[config.mk]
export PLATFORM = sky130hd
export DESIGN_NAME = spi_flash_seq
export DESIGN_NICKNAME = d
export VERILOG_FILES = /design/src/rtl/spi_flash_pkg.sv /design/src/rtl/spi_flash_seq.sv
export SDC_FILE = /design/constraint.sdc
export NUM_CORES = 1
export LEC_CHECK = 0
export ABC_CLOCK_PERIOD_IN_PS = 6250
export CORE_MARGIN = 2
export CORE_UTILIZATION = 47
export CTS_BUF_LIST = sky130_fd_sc_hd__clkbuf_2
export DETAILED_ROUTE_END_ITERATION = 16
export PLACE_DENSITY_LB_ADDON = 0.2
export SYNTH_ARGS = -nofsm -noshare
export SYNTH_HDL_FRONTEND = slang
export SYNTH_SLANG_ARGS = --single-unit
[constraint.sdc]
create_clock -name clk -period 6.25 [get_ports clk]
set_clock_uncertainty 0.2 [all_clocks]
set_input_delay 1.25 -clock clk [delete_from_list [all_inputs] [get_ports clk]]
set_output_delay 1.25 -clock clk [all_outputs]
set_load 0.01 [all_outputs]
[src/rtl/spi_flash_pkg.sv]
// Shared opcodes, request/response codes and FSM states for the SPI flash command sequencer.
package spi_flash_pkg;

    localparam logic [7:0] OPC_WREN = 8'h06;
    localparam logic [7:0] OPC_RDSR = 8'h05;
    localparam logic [7:0] OPC_READ = 8'h03;
    localparam logic [7:0] OPC_PROG = 8'h02;
    localparam logic [7:0] OPC_SE   = 8'h20;
    localparam logic [7:0] OPC_RDID = 8'h9F;

    typedef enum logic [1:0] {
        OP_READ  = 2'd0,
        OP_PROG  = 2'd1,
        OP_ERASE = 2'd2,
        OP_RDID  = 2'd3
    } req_op_e;

    typedef enum logic [1:0] {
        ERR_OK      = 2'd0,
        ERR_BAD_LEN = 2'd1,
        ERR_TIMEOUT = 2'd2
    } resp_err_e;

    typedef enum logic [3:0] {
        S_IDLE,
        S_WREN,
        S_WWAIT,
        S_MAIN,
        S_WAIT,
        S_GAP,
        S_POLL,
        S_PWAIT,
        S_RESP
    } state_e;

endpackage

[src/rtl/spi_flash_seq.sv]
// Request-level sequencer driving spi_flash_ctrl: WREN, main command, RDSR polling, one response.
// Optional SPI_SEQ_TIMEOUT_EN adds a poll counter that reports TIMEOUT after TIMEOUT_POLLS busy polls.
module spi_flash_seq
    import spi_flash_pkg::*;
#(
    parameter int POLL_GAP      = 16,
    parameter int TIMEOUT_POLLS = 65535
) (
    input  logic        clk,
    input  logic        rst,
    input  logic        req_valid,
    output logic        req_ready,
    input  logic [1:0]  req_op,
    input  logic [23:0] req_addr,
    input  logic [15:0] req_len,
    output logic        resp_valid,
    output logic [1:0]  resp_err,
    input  logic [7:0]  wr_data,
    input  logic        wr_valid,
    output logic        wr_ready,
    output logic [7:0]  rd_data,
    output logic        rd_valid,
    input  logic        rd_ready,
    output logic        fl_cmd_valid,
    output logic [7:0]  fl_cmd_opcode,
    output logic [23:0] fl_cmd_addr,
    output logic [15:0] fl_cmd_len,
    output logic        fl_cmd_has_addr,
    output logic        fl_cmd_is_read,
    output logic        fl_cmd_is_write,
    input  logic        fl_cmd_ready,
    output logic [7:0]  fl_wr_data,
    output logic        fl_wr_valid,
    input  logic        fl_wr_ready,
    input  logic [7:0]  fl_rd_data,
    input  logic        fl_rd_valid,
    output logic        fl_rd_ready,
    input  logic        fl_done
);

    localparam int GAP_W = (POLL_GAP < 2) ? 1 : $clog2(POLL_GAP);

    state_e          state, state_nx;
    req_op_e         op_q;
    logic [23:0]     addr_q;
    logic [15:0]     len_q;
    resp_err_e       err_q, err_nx;
    logic [GAP_W-1:0] gap_cnt;
    logic            wip_q, wip_now;
    logic            len_bad;
    logic [16:0]     page_end;
    logic            wr_conn, rd_conn;

    // A program must stay inside one 256-byte page.
    assign page_end = {9'd0, req_addr[7:0]} + {1'b0, req_len};

    always_comb begin
        len_bad = 1'b0;
        case (req_op_e'(req_op))
            OP_PROG: len_bad = (req_len == 16'd0) || (req_len > 16'd256) || (page_end > 17'd256);
            OP_READ: len_bad = (req_len == 16'd0);
            default: len_bad = 1'b0;
        endcase
    end

`ifdef SPI_SEQ_TIMEOUT_EN
    logic [15:0] poll_cnt;
    logic        poll_limit;

    always_ff @(posedge clk or posedge rst) begin
        if (rst)
            poll_cnt <= '0;
        else if (state == S_MAIN && fl_cmd_ready)
            poll_cnt <= '0;
        else if (state == S_POLL && fl_cmd_ready)
            poll_cnt <= poll_cnt + 16'd1;
    end

    assign poll_limit = (int'(poll_cnt) >= TIMEOUT_POLLS);
`else
    logic unused_timeout;
    assign unused_timeout = ^TIMEOUT_POLLS;
`endif

    // The status byte and fl_done may coincide, so take the live byte when present.
    assign wip_now = fl_rd_valid ? fl_rd_data[0] : wip_q;

    always_comb begin
        state_nx        = state;
        err_nx          = err_q;
        fl_cmd_valid    = 1'b0;
        fl_cmd_opcode   = 8'h00;
        fl_cmd_addr     = 24'h0;
        fl_cmd_len      = 16'h0;
        fl_cmd_has_addr = 1'b0;
        fl_cmd_is_read  = 1'b0;
        fl_cmd_is_write = 1'b0;
        case (state)
            S_IDLE: begin
                if (req_valid) begin
                    if (len_bad) begin
                        state_nx = S_RESP;
                        err_nx   = ERR_BAD_LEN;
                    end else if (req_op_e'(req_op) == OP_PROG || req_op_e'(req_op) == OP_ERASE) begin
                        state_nx = S_WREN;
                    end else begin
                        state_nx = S_MAIN;
                    end
                end
            end
            S_WREN: begin
                fl_cmd_valid  = 1'b1;
                fl_cmd_opcode = OPC_WREN;
                if (fl_cmd_ready) state_nx = S_WWAIT;
            end
            S_WWAIT: if (fl_done) state_nx = S_MAIN;
            S_MAIN: begin
                fl_cmd_valid = 1'b1;
                case (op_q)
                    OP_READ: begin
                        fl_cmd_opcode   = OPC_READ;
                        fl_cmd_addr     = addr_q;
                        fl_cmd_len      = len_q;
                        fl_cmd_has_addr = 1'b1;
                        fl_cmd_is_read  = 1'b1;
                    end
                    OP_PROG: begin
                        fl_cmd_opcode   = OPC_PROG;
                        fl_cmd_addr     = addr_q;
                        fl_cmd_len      = len_q;
                        fl_cmd_has_addr = 1'b1;
                        fl_cmd_is_write = 1'b1;
                    end
                    OP_ERASE: begin
                        fl_cmd_opcode   = OPC_SE;
                        fl_cmd_addr     = addr_q;
                        fl_cmd_has_addr = 1'b1;
                    end
                    default: begin
                        fl_cmd_opcode  = OPC_RDID;
                        fl_cmd_len     = 16'd3;
                        fl_cmd_is_read = 1'b1;
                    end
                endcase
                if (fl_cmd_ready) state_nx = S_WAIT;
            end
            S_WAIT: begin
                if (fl_done) begin
                    if (op_q == OP_READ || op_q == OP_RDID) begin
                        state_nx = S_RESP;
                        err_nx   = ERR_OK;
                    end else begin
                        state_nx = S_GAP;
                    end
                end
            end
            S_GAP: if (gap_cnt == GAP_W'(POLL_GAP - 1)) state_nx = S_POLL;
            S_POLL: begin
                fl_cmd_valid   = 1'b1;
                fl_cmd_opcode  = OPC_RDSR;
                fl_cmd_len     = 16'd1;
                fl_cmd_is_read = 1'b1;
                if (fl_cmd_ready) state_nx = S_PWAIT;
            end
            S_PWAIT: begin
                if (fl_done) begin
                    if (!wip_now) begin
                        state_nx = S_RESP;
                        err_nx   = ERR_OK;
`ifdef SPI_SEQ_TIMEOUT_EN
                    end else if (poll_limit) begin
                        state_nx = S_RESP;
                        err_nx   = ERR_TIMEOUT;
`endif
                    end else begin
                        state_nx = S_GAP;
                    end
                end
            end
            S_RESP:  state_nx = S_IDLE;
            default: state_nx = S_IDLE;
        endcase
    end

    always_ff @(posedge clk or posedge rst) begin
        if (rst) begin
            state   <= S_IDLE;
            op_q    <= OP_READ;
            addr_q  <= '0;
            len_q   <= '0;
            err_q   <= ERR_OK;
            gap_cnt <= '0;
            wip_q   <= 1'b0;
        end else begin
            state <= state_nx;
            err_q <= err_nx;
            if (state == S_IDLE && req_valid) begin
                op_q   <= req_op_e'(req_op);
                addr_q <= req_addr;
                len_q  <= req_len;
            end
            gap_cnt <= (state == S_GAP) ? gap_cnt + GAP_W'(1) : '0;
            if (state == S_PWAIT && fl_rd_valid) wip_q <= fl_rd_data[0];
        end
    end

    // Bulk data only flows while the main command of the matching op is in flight.
    assign wr_conn = (state == S_WAIT) && (op_q == OP_PROG);
    assign rd_conn = (state == S_WAIT) && (op_q == OP_READ || op_q == OP_RDID);

    assign fl_wr_data  = wr_data;
    assign fl_wr_valid = wr_conn && wr_valid;
    assign wr_ready    = wr_conn && fl_wr_ready;
    assign rd_data     = fl_rd_data;
    assign rd_valid    = rd_conn && fl_rd_valid;
    assign fl_rd_ready = (state == S_PWAIT) || (rd_conn && rd_ready);

    assign req_ready  = (state == S_IDLE);
    assign resp_valid = (state == S_RESP);
    assign resp_err   = err_q;

endmodule

==> flow_summary.toml <==
[status]
outcome = "completed"

[clocking]
htree_levels = 2
cts.sinks = 52
cts_tree = "done"
ctsLongestPathBuffers = 2
clkTransAtPathRegs_ns = 0.25
numCtsBuffers = 5
cts_setup_buffers = 0
clkLatencyLatePin_ns = 0.43
cts_hold_buf = 0
cts-root-buf = "clkbuf_2"
cts-resized-gates = 0

[power_and_ir_drop]
power_mw = 1.43
switching_share_pct = 36.3
ir_worst_vdd_v = 0.000153
p_leak_nw = 1.82
comb_power_share_pct = 49.7
pwr-share-seq_pct = 41.2
p_int_uw = 909
clkPwrFrac_pct = 9.0
power.density_nw_per_um2 = 325
switchingPower_uw = 518

[placed_design]
portBuffers = 110
routabilityCongestion = 0.851
hpwl_um = 5570
dp_cells = 497
dpl_cell_area_sq_um = 4350

[synth]
synth.distinct_cells = 51
synth_seq_cells = 52
synth_ff_type = "dfrtp_1"
synth.avg_cell_area_sq_um = 10.3
synth_area_sq_um = 3300
synth_edf_count = 0
synthArstFlopShare_pct = 100
syn_inst = 321
synth-seq-area-share_pct = 39.4
yosysWarnings = 0

[setup_path]
ff2ff_setup_slack_ns = 3.59
crit_type = "reg2out"
worstReg2RegEnd = "state[2]"
cp_data_required_time_ns = 4.80
arrival_ns = 2.74
r2r.worst_path.cells = 7
endpoint_kind = "output pin"
r2r_start = "state[3]"
startpoint_type = "register"
path_max_fanout = 14

[floorplanning]
ioPinCount = 143
fp-row-count = 30
dieWidth_um = 87.8
dieArea_sq_um = 7710
die_h_um = 87.8
fp.coreArea_sq_um = 6790
start_util_pct = 48.6

[grt]
grt_antenna_before_repair = 0
grt_max_degree = 53
grt_usage_pct = 20.0
grt_pass1_vias = 2571
overflow = 0
grt_pass1_wl_um = 12200

[finish]
seqCellArea_sq_um = 1300
multi_input_area_sq_um = 1770
antenna-diode-count = 0
fillers = 592
final_cell_mix = "clkdlybuf4s50_1 (110), dfrtp_1 (52), and2_1 (43)"
area.growth.synth_to_final_pct = 32.8
final_common_cell = "clkdlybuf4s50_1"
fin_area_sq_um = 4390
drive_above_1_share_pct = 12.5
instances_no_fill = 504
fin_nets = 492

[detailed_routing]
routed_via_density = 5.16
route.detailed.drc = 0
vias = 2602
first_pass_iters = 4
postRouteAntennaNets = 0
drt-initial-drc-count = 73
totalWireLength_um = 7430
wl_per_cell_um = 14.7

[job]
cap_violations = 0

[sta]
slew_headroom_pct = 29.0
fmax_mhz = 239
setup_viol = 0
rsz0062_at_grt = "false"
tightest_slew_ns = 1.06
hold_viol_final = 0
period_minus_slack_ns = 4.19
period_share_pct = 67.0
setup_tns_ns = 0
holdWs_ns = 0.292
slew_violations = 0

[worst_hold_path]
hold_class = "reg2reg"
hp-start = "gap_cnt[0]"
worstHoldEndpoint = "gap_cnt[0]"
whs_path_depth = 1
power groups by stage:
stage               sequential (mW)  combinational, mW  clock [mW]
global route                  0.613              0.780       0.153
detailed placement            0.599              0.714           0
global placement              0.589              0.698           0
floorplan                     0.552              0.498           0
finish                        0.588              0.710       0.129
CTS                           0.590              0.717       0.135
per-layer routing:
| layer | global-route usage, % | part of all wire, % |
|---|---|---|
| met5 | 0 | 0 |
| met4 | 5.03 | 0.97 |
| met3 | 4.43 | 5.7 |
| met2 | 34.4 | 50 |
| met1 | 25.7 | 43 |
logic make-up (layout without fill, tap and decap cells):
group	Yosys count	after routing	share of synthesized area, %
AND/OR/NAND/NOR	107	107	19.2
flip-flops	52	52	39.4
AO/OA/AOI/OAI	48	48	10.5
buffers and inverters	45	131	7.39
multiplexers	43	43	14.6
adder cells (fa/ha/maj)	17	17	6.67
XOR/XNOR	8	8	2.12
other	1	2	0.114
worst max-delay path by stage:
| stage | start | end | slack, ns |
|---|---|---|---|
| finish | state[3] | fl_cmd_len[6] | 2.06 |
| global route | state[3] | fl_cmd_len[8] | 1.78 |
| CTS | state[3] | fl_cmd_len[6] | 1.99 |
| detailed placement | req_len[0] | resp_err[0] | 2.01 |
| global placement | req_len[0] | resp_err[0] | 2.07 |
| floorplan | req_addr[0] | resp_err[0] | 2.68 |
Yosys cell counts, types with 4 or more instances:
cell type   n  area share (%)
nor4_1      4            0.76
xnor2_1     4             1.1
and2_1     43             8.1
mux2_2     33              11
nor2b_1     6             1.1
a21oi_1    11             1.7
nand3_1     5            0.76
and4_1      4             1.1
mux2_1      9             3.1
a21o_1      4            0.91
o21ai_0     4            0.61
ha_1       16             6.1
dfrtp_1    52              39
inv_1      12             1.4
buf_4      20             4.5
xor2_1      4             1.1
nand2_1    13             1.5
clkbuf_1   13             1.5
nor2_1     14             1.6
metrics by stage:
stage,utilization (%),setup slack (ns)
after global placement,64.1,2.07
after detailed placement,64.1,2.01
after floorplan,-,2.68
after global routing,64.6,1.78
after CTS,64.6,1.99
final,64.6,2.06
layout make-up:
cell class / instances / share of cell area (%)
repair buffers: 112 / 25.4
clock buffers: 6 / 0.685
flip-flops and latches: 52 / 29.7
well taps: 96 / 2.74
clock inverters: 1 / 0.114
inverters: 12 / 1.03
multi-input cells: 225 / 40.3
state kept, by name (all words and copies together), names as in the netlist:
name / cells
resp_err: 1
wip_q: 1
gap_cnt: 4
state: 4
len_q: 16
addr_q: 24
op_q: 2
worst max-delay path, cell delays in order, from the launching register on:
cell             delay (ns)
dfrtp_1                0.59
nand2b_1               0.32
nor2_1                 0.26
o21a_1                 0.41
and2_1                 0.20
clkdlybuf4s50_1        0.54
No activity file was read; power rests on OpenSTA's default activity.
